File: config.mk
export PLATFORM = sky130hd
export DESIGN_NAME = mpmc11_app_cmd_seq
export DESIGN_NICKNAME = d
export VERILOG_FILES = /design/src/rtl/mpmc11_app_cmd_seq.sv
export SDC_FILE = /design/constraint.sdc
export NUM_CORES = 1
export LEC_CHECK = 0
export ABC_AREA = 1
export BUFFER_PORTS_ARGS = -buffer_cell sky130_fd_sc_hd__buf_2
export CORE_MARGIN = 4
export CORE_UTILIZATION = 53
export CTS_CLUSTER_DIAMETER = 120
export CTS_CLUSTER_SIZE = 40
export DETAILED_ROUTE_END_ITERATION = 6
export PLACE_DENSITY = 0.8
export SLEW_MARGIN = 10
export SYNTH_ARGS = -nofsm -noshare
export SYNTH_HDL_FRONTEND = slang
export SYNTH_SLANG_ARGS = --single-unit
File: constraint.sdc
create_clock -name clk -period 1.98 [get_ports clk]
set_input_delay 0.099 -clock clk [delete_from_list [all_inputs] [get_ports clk]]
set_output_delay 0.099 -clock clk [all_outputs]
set_load 0.02 [all_outputs]
File: src/rtl/mpmc11_app_cmd_seq.sv
// Burst command sequencer for the MIG app port with read-return credit flow control.
// Defining MPMC11_CMD_SEQ_PERF_EN adds the perf_cmds / perf_stall counters.
module mpmc11_app_cmd_seq #(
  parameter int ADDR_WIDTH = 29,
  parameter int CNT_WIDTH  = 6,
  parameter int ADDR_STEP  = 8,
  parameter int RD_CREDITS = 16
) (
  input  logic                  clk,
  input  logic                  rst,
  input  logic                  req_valid,
  output logic                  req_ready,
  input  logic                  req_wr,
  input  logic [ADDR_WIDTH-1:0] req_addr,
  input  logic [CNT_WIDTH-1:0]  req_cnt,
  output logic [2:0]            app_cmd,
  output logic [ADDR_WIDTH-1:0] app_addr,
  output logic                  app_en,
  input  logic                  app_rdy,
  input  logic                  rd_data_valid,
  output logic                  busy,
  output logic                  done
`ifdef MPMC11_CMD_SEQ_PERF_EN
  ,
  output logic [31:0]           perf_cmds,
  output logic [31:0]           perf_stall
`endif
);

  localparam logic [2:0] CMD_WRITE = 3'b000;
  localparam logic [2:0] CMD_READ  = 3'b001;
  localparam int CRW = $clog2(RD_CREDITS + 1);

  typedef enum logic [1:0] {IDLE, SETUP, ISSUE, STALL} state_t;

  state_t               state;
  state_t               state_next;
  logic                 wr_q;
  logic [CNT_WIDTH-1:0] remaining;
  logic [CRW-1:0]       credits;
  logic [CRW-1:0]       credits_next;
  logic                 accept;
  logic                 rd_accept;
  logic                 last_cmd;

  assign accept    = (state == ISSUE) && app_rdy;
  assign rd_accept = accept && !wr_q;
  assign last_cmd  = (remaining == CNT_WIDTH'(1));

  // A read accept and a returned beat in the same cycle cancel out; returns saturate.
  always_comb begin
    credits_next = credits;
    if (rd_accept && !rd_data_valid)
      credits_next = credits - CRW'(1);
    else if (!rd_accept && rd_data_valid && (credits != CRW'(RD_CREDITS)))
      credits_next = credits + CRW'(1);
  end

  always_ff @(posedge clk or negedge rst) begin
    if (!rst) state <= IDLE;
    else      state <= state_next;
  end

  always_comb begin
    state_next = state;
    case (state)
      IDLE:  if (req_valid) state_next = SETUP;
      SETUP: state_next = (!wr_q && (credits == '0)) ? STALL : ISSUE;
      ISSUE: begin
        if (accept) begin
          if (last_cmd)
            state_next = IDLE;
          else if (!wr_q && (credits_next == '0))
            state_next = STALL;
        end
      end
      STALL: if (credits != '0) state_next = ISSUE;
      default: state_next = IDLE;
    endcase
  end

  always_comb begin
    app_en    = (state == ISSUE);
    busy      = (state != IDLE);
    req_ready = (state == IDLE);
  end

  // The command only changes on edges leaving a cycle with app_en low, or on the final accept.
  always_ff @(posedge clk or negedge rst) begin
    if (!rst) begin
      wr_q      <= 1'b0;
      remaining <= '0;
      app_addr  <= '0;
      app_cmd   <= CMD_WRITE;
      credits   <= CRW'(RD_CREDITS);
      done      <= 1'b0;
    end else begin
      credits <= credits_next;
      done    <= accept && last_cmd;
      case (state)
        IDLE: begin
          if (req_valid) begin
            wr_q      <= req_wr;
            app_addr  <= req_addr;
            remaining <= (req_cnt == '0) ? CNT_WIDTH'(1) : req_cnt;
          end
        end
        SETUP: app_cmd <= wr_q ? CMD_WRITE : CMD_READ;
        ISSUE: begin
          if (accept) begin
            app_addr  <= app_addr + ADDR_WIDTH'(ADDR_STEP);
            remaining <= remaining - CNT_WIDTH'(1);
            if (last_cmd) app_cmd <= CMD_WRITE;
          end
        end
        default: ;
      endcase
    end
  end

`ifdef MPMC11_CMD_SEQ_PERF_EN
  always_ff @(posedge clk or negedge rst) begin
    if (!rst) begin
      perf_cmds  <= '0;
      perf_stall <= '0;
    end else begin
      if (accept)
        perf_cmds <= perf_cmds + 32'd1;
      if ((state == STALL) || ((state == ISSUE) && !app_rdy))
        perf_stall <= perf_stall + 32'd1;
    end
  end
`endif

endmodule

==> results of run 1 <==
through the flow:
stage          cell area (um^2)  std cells
4_1_cts                    3540        560
3_5_place_dp               3450        551
6_report                   3560        562
2_1_floorplan              2990        411
3_3_place_gp               3450        551
5_1_grt                    3560        562
flip-flops by register name (all words and copies together) (netlist names):
register   cells
app_cmd        1
wr_q           1
state          2
credits        5
app_addr      29
remaining      6
done           1
critical path, stage by stage (launching register included):
cell	delay (ps)
dfrtp_1	410
ha_2	210
nand2_2	80
nor3_4	240
nand2_2	140
nor3_2	190
nand3_1	110
xor2_1	150
nor2_1	100
o21ai_1	60
synthesized netlist by cell type (all sizes together):
library cell and instances:
dfstp 1, nand2 86, a21boi 1, nand3 28
a21oi 13, a31oi 2, mux2i 1, clkbuf 7
inv 53, o221ai 2, a22oi 3, o31ai 1
xnor2 1, nor3b 1, o21a 1, o21ai 55
nor4 4, xor2 11, mux2 3, or2 2
a31o 1, ha 5, o32ai 1, o22ai 2
nor2 44, a32oi 1, o311ai 1, nor3 13
buf 8, nand4 9, dfrtp 44, o211ai 4
conb 1
report_power, final:
| part | switching, mW | internal [mW] | total (mW) |
|---|---|---|---|
| clock network | 0.315 | 0.252 | 0.567 |
| registers | 0.500 | 1.38 | 1.88 |
| logic | 2.23 | 1.21 | 3.44 |
| total | 3.04 | 2.84 | 5.88 |
cell families (layout without fill, tap and decap cells):
| logic type | count (synthesis) | count (layout) | synth area share |
|---|---|---|---|
| and+or+nand+nor | 187 | 187 | 0.293 |
| xor gates and xnor gates | 12 | 12 | 0.0352 |
| adders and majority gates | 5 | 5 | 0.0210 |
| DFF | 45 | 45 | 0.378 |
| buffers and inverters | 68 | 147 | 0.0901 |
| muxes | 4 | 4 | 0.0147 |
| AOI/OAI and AO/OA | 88 | 88 | 0.166 |
| other | 1 | 2 | 0.00126 |
routing by layer:
metal / vias to the layer above / track usage
li1: 1518 / -
met1: 1405 / 0.291
met2: 84 / 0.377
met3: 9 / 0.0456
met4: 0 / 0.0565
met5: - / 0
final cells by class:
| class | instances | area share |
|---|---|---|
| clock buffer | 8 | 0.0225 |
| sequential | 45 | 0.316 |
| timing repair buffer | 86 | 0.131 |
| tap | 72 | 0.0253 |
| inverter | 53 | 0.0558 |
| multi-input combinational | 298 | 0.449 |
timing repair:
action,in CTS,in global routing
buffers inserted,0,2
hold buffers,1,0
hold endpoints to repair,44,0
endpoints found under the setup margin,0,4
resized for setup,0,4
how the worst max path moves through the flow:
| stage | from | endpoint | slack [ps] | depth (start not counted) |
|---|---|---|---|---|
| 6_report | app_addr[4]$_DFFE_PN0P_ | app_addr[23]$_DFFE_PN0P_ | 180 | 9 |
| 4_1_cts | state[0]$_DFFE_PN0P_ | app_en | 130 | 6 |
| 3_5_place_dp | app_addr[4]$_DFFE_PN0P_ | app_addr[23]$_DFFE_PN0P_ | 160 | 9 |
| 3_3_place_gp | app_addr[3]$_DFFE_PN0P_ | app_addr[23]$_DFFE_PN0P_ | 250 | 9 |
| 5_1_grt | app_addr[4]$_DFFE_PN0P_ | app_addr[21]$_DFFE_PN0P_ | 5 | 10 |
| 2_1_floorplan | app_addr[4]$_DFFE_PN0P_ | app_addr[23]$_DFFE_PN0P_ | 200 | 9 |
==> flow_metrics.py, run 1 <==
metrics = {
    "die": {
        "fp.dieW_um": 83.0,
        "pin_count": 77,
        "placementRows": 27,
        "die-area_um2": 6890,
        "die_h_um": 83.0,
        "start_util": 0.545,
        "coreArea_um2": 5470,
    },
    "route": {
        "post_drt_via_cell_ratio": 5.37,
        "routed_wl_um": 7490,
        "detail_route.iter0.violations": 181,
        "wl_met3_um": 390,
        "antenna_left": 0,
        "dr_wl_met2_um": 3650,
        "vias": 3016,
        "dr.pass1.iters": 4,
        "routedWlPerCell_um": 13.3,
        "drc_errors": 0,
        "top_layer": "met4",
        "drt-met1-wl_um": 3360,
    },
    "synthesis": {
        "avgSynthCellArea_um2": 7.28,
        "ys_seq_area_frac": 0.378,
        "netlist_area_um2": 2980,
        "synth_area_leaders": "dfrtp_1 (37%), nand2_1 (11%), o21ai_0 (7.5%)",
        "yosysUniqueCellTypes": 46,
        "yosysTopAreaCell": "dfrtp_1",
        "yosys.area.top_type_share": 0.369,
        "ys_ff_latch": 45,
        "netlist_instances": 410,
        "ys_warn_count": 0,
    },
    "cts": {
        "cts_buffer_depth": 2,
        "clk_pin_slew_ps": 90,
        "root_buffer": "clkbuf_8",
        "clkLatencyLatePin_ps": 300,
        "cts_max_level": 2,
        "tritoncts": "yes",
        "cts.sinks": 45,
        "numCtsBuffers": 5,
    },
    "sta": {
        "tightest_slew_ps": 589,
        "fin_ws_ps": 175,
        "slew-limit-headroom": 0.607,
        "fmax_mhz": 554,
        "rsz0062_at_grt": "false",
        "timing.final.hold_violations": 0,
        "period_share": 0.912,
        "slew_violations": 0,
        "fin_skew_ps": 11.9,
        "fin_crit_ps": 1810,
        "setup_tns_ps": 0,
        "setup_viol": 0,
        "fin_hold_ws_ps": 42.2,
    },
    "hold_path": {
        "min_from": "req_addr[2]",
        "min_to": "app_addr[2]$_DFFE_PN0P_",
        "min_path_cells": 2,
        "min_path_type": "primary input to flip-flop",
    },
    "layout": {
        "post-route-util": 0.651,
        "regArea_um2": 1130,
        "n_antenna_cell": 0,
        "area_growth_pct": 19.5,
        "fillers": 502,
        "final_cell_mix": "nand2_1 (84), buf_2 (74), inv_1 (51), o21ai_0 (45), dfrtp_1 (44)",
        "multi_input_area_um2": 1600,
        "drive_above_1_share": 0.239,
        "nNetsFinal": 535,
        "final_common_cell": "nand2_1",
    },
    "place": {
        "hpwl_um": 5600,
        "io_buffers": 74,
        "post-place-ws_ps": 164,
        "globalplace.congestion": 0.926,
    },
    "setup_path": {
        "critPathCaptureType": "flip-flop",
        "arrival_ps": 1990,
        "cp.required_ps": 2170,
        "reg2regPathDepth": 9,
        "crit_fanout": 5,
        "worstSetupStartpointType": "flip-flop",
        "critical_path_class": "flip-flop to flip-flop",
        "r2r_end": "app_addr[23]$_DFFE_PN0P_",
        "rrSetupSlack_ps": 180,
        "worstReg2RegStart": "app_addr[4]$_DFFE_PN0P_",
    },
    "global_routing": {
        "grt_antenna_before_repair": 0,
        "grt_pass1_vias": 2898,
        "global_route.overflow_total": 0,
        "grt_pass1_wl_um": 13000,
        "grt_max_degree": 46,
        "grtUsageTotal": 0.223,
    },
    "pwr": {
        "p_leak_nw": 1.80,
        "power_density_nw_per_um2": 1650,
        "ir_worst_vdd_v": 0.000716,
        "p_total_mw": 5.88,
    },
    "status": {
        "status": "completed",
    },
    "job": {
        "drv_cap": 0,
    },
}
Note: power is estimated with default switching activity, not from simulation.
==> inputs of run 2 (changes only) <==
==> constraint.sdc (replaced) <==
create_clock -name clk -period 1.9 [get_ports clk]
set_input_delay 0.095 -clock clk [delete_from_list [all_inputs] [get_ports clk]]
set_output_delay 0.095 -clock clk [all_outputs]
set_load 0.02 [all_outputs]
==> run 2 against run 1 <==
Effect of this change: critical path depth grew 1; combinational power grew 12%; sequential share of layout area shrank 1.7 points; register-to-register slack lost 90 ps; first-iteration DRC count grew 12%; via count grew 2.1%; worst hold slack lost 29 ps; global-route usage grew 0.45 points; core utilization grew 3.7 points; highest routed layer unchanged.
==> flow_metrics.py, run 2 (same netlist as run 1, synthesis figures left out) <==
metrics = {
    "pwr": {
        "p_leak_nw": 1.90,
        "ir_worst_vdd_v": 0.000944,
        "switchingPower_mw": 3.35,
        "power.share.sequential": 0.290,
        "power_density_nw_per_um2": 1780,
        "intPower_mw": 3.34,
        "power_frac_comb": 0.576,
        "swShare": 0.500,
        "p_total_mw": 6.69,
        "clkPwrFrac": 0.134,
    },
    "setup_path": {
        "cp.depth": 10,
        "reg2regPathDepth": 10,
        "crit_slowest_cell": "dfrtp_1",
        "path_cells": "ha_4 > nand2_4 > nor3_4 > nand2_2 > nor2_2 > nand4_4 > o21ai_1 > nand2_1 > nor2_1 > o21ai_1",
        "worstSetupStartpointType": "flip-flop",
        "arrival_ps": 2010,
        "cpPeakStageDelay_ps": 420,
        "crit_family": "simple AND/OR/NAND/NOR gates",
        "cp.required_ps": 2090,
        "critical_path_class": "flip-flop to flip-flop",
        "worst-path-buf-inv": 0,
        "crit_fanout": 4,
        "cpMostUsedCell": "o21ai_1",
        "critPathCaptureType": "flip-flop",
    },
    "sta": {
        "fin_skew_ps": 12.8,
        "tightest_slew_ps": 547,
        "fin_crit_ps": 1820,
        "timing.final.hold_violations": 0,
        "fin_ws_ps": 84.4,
        "slew-limit-headroom": 0.635,
        "setup_tns_ps": 0,
        "period_share": 0.956,
        "fmax_mhz": 551,
        "slew_violations": 0,
        "setup_viol": 0,
    },
    "route": {
        "routed_wl_um": 7870,
        "drc_errors": 0,
        "detail_route.iter0.violations": 203,
        "vias": 3080,
        "post_drt_via_cell_ratio": 5.43,
        "routedWlPerCell_um": 13.9,
        "dr.pass1.iters": 5,
        "antenna_left": 0,
    },
    "layout": {
        "n_antenna_cell": 0,
        "largest_reg_flops": 29,
        "top_register": "app_addr",
        "drive_above_1_share": 0.275,
        "final_common_cell": "nand2_1",
        "final_cell_mix": "nand2_1 (82), buf_2 (74), inv_1 (51), o21ai_0 (45), dfrtp_1 (43)",
        "fillers": 465,
        "largestRegisters": "app_addr (29), remaining (6), credits (5)",
        "area_growth_pct": 26.2,
        "layout.cell_area.non_filler_um2": 3770,
        "fin_cells": 567,
        "nNetsFinal": 540,
    },
    "place": {
        "placedCellCount": 555,
        "io_buffers": 74,
        "place_area_um2": 3490,
        "post-place-ws_ps": 27.6,
        "hpwl_um": 5790,
        "globalplace.congestion": 0.909,
    },
    "cts": {
        "root_buffer": "clkbuf_8",
        "tritoncts": "yes",
        "cts.sinks": 45,
        "cts_buffer_depth": 2,
        "cts_max_level": 2,
        "clkLatencyLatePin_ps": 310,
        "numCtsBuffers": 5,
        "clk_pin_slew_ps": 100,
    },
    "job": {
        "drv_cap": 0,
    },
    "global_routing": {
        "grt_pass1_wl_um": 13200,
        "grt_antenna_before_repair": 0,
        "grt_max_degree": 30,
        "grtUsageTotal": 0.227,
        "grt_pass1_vias": 2875,
        "global_route.overflow_total": 0,
    },
    "die": {
        "pin_count": 77,
        "fp.dieW_um": 83.0,
        "die-area_um2": 6890,
        "coreArea_um2": 5470,
        "die_h_um": 83.0,
        "placementRows": 27,
        "start_util": 0.545,
    },
    "hold_path": {
        "min_path_cells": 2,
        "min_path_type": "primary input to flip-flop",
    },
    "status": {
        "status": "completed",
    },
}
## run 2: cell count changes in the layout (fill, tap and decap cells not counted), sizes merged
cell and change:
clkbuf -3, bufinv +2, inv +1, buf +5
## run 2: per-layer routing
metal	wire, um	GRT usage	vias up
met4	103	0.0550	0
li1	-	-	1532
met2	3830	0.383	99
met1	3510	0.297	1441
met5	0	0	-
met3	433	0.0506	8
## run 2: stage by stage
step | utilization | hold slack [ps]
2_1_floorplan | - | -201
3_3_place_gp | 0.637 | 97.7
3_5_place_dp | 0.637 | 102
4_1_cts | 0.664 | 11.3
5_1_grt | 0.688 | 3.20
6_report | 0.688 | 13.0
## run 2: power groups by stage
stage	Sequential [mW]	Combinational, mW	Clock, mW
detailed placement	1.91	3.67	0
floorplan	2.25	2.19	0
CTS	1.90	3.70	0.903
global route	2.01	4.31	0.945
global placement	1.90	3.58	0
finish	1.94	3.86	0.896
## run 2: worst paths after layout
| check | startpoint | to | slack, ps |
|---|---|---|---|
| setup / recovery | app_addr[3]$_DFFE_PN0P_ | app_addr[21]$_DFFE_PN0P_ | 80 |
| hold / removal | req_addr[2] | app_addr[2]$_DFFE_PN0P_ | 10 |
| setup reg to reg | app_addr[3]$_DFFE_PN0P_ | app_addr[21]$_DFFE_PN0P_ | 80 |
| hold reg to reg | app_addr[2]$_DFFE_PN0P_ | app_addr[2]$_DFFE_PN0P_ | 510 |
| max in group asynchronous | rst | app_addr[5]$_DFFE_PN0P_ | 1060 |
| min in group asynchronous | rst | app_addr[25]$_DFFE_PN0P_ | 300 |
## run 2: area by class of cell
class                   count  area, um^2  share of cell area
multi-input cells         298        1690               0.450
flip-flops and latches     45        1130               0.300
repair buffers             91         517               0.137
inverters                  53         199              0.0528
well taps                  72        90.1              0.0239
clock buffers               5        68.8              0.0183
clock inverters             3        68.8              0.0183
## run 2: worst reg2reg max path, delay by kind of cell, from the launching register on
| family | cells | cell delay, ps |
|---|---|---|
| AOI/OAI and AO/OA | 2 | 230 |
| adders and majority gates | 1 | 170 |
| DFF | 1 | 420 |
| and+or+nand+nor | 7 | 880 |
## run 2: timing repair
action,in CTS,in global routing
setup buffers,0,3
hold buffers,1,0
endpoints found under the setup margin,0,12
resized for setup,0,23
hold endpoints to repair,20,0
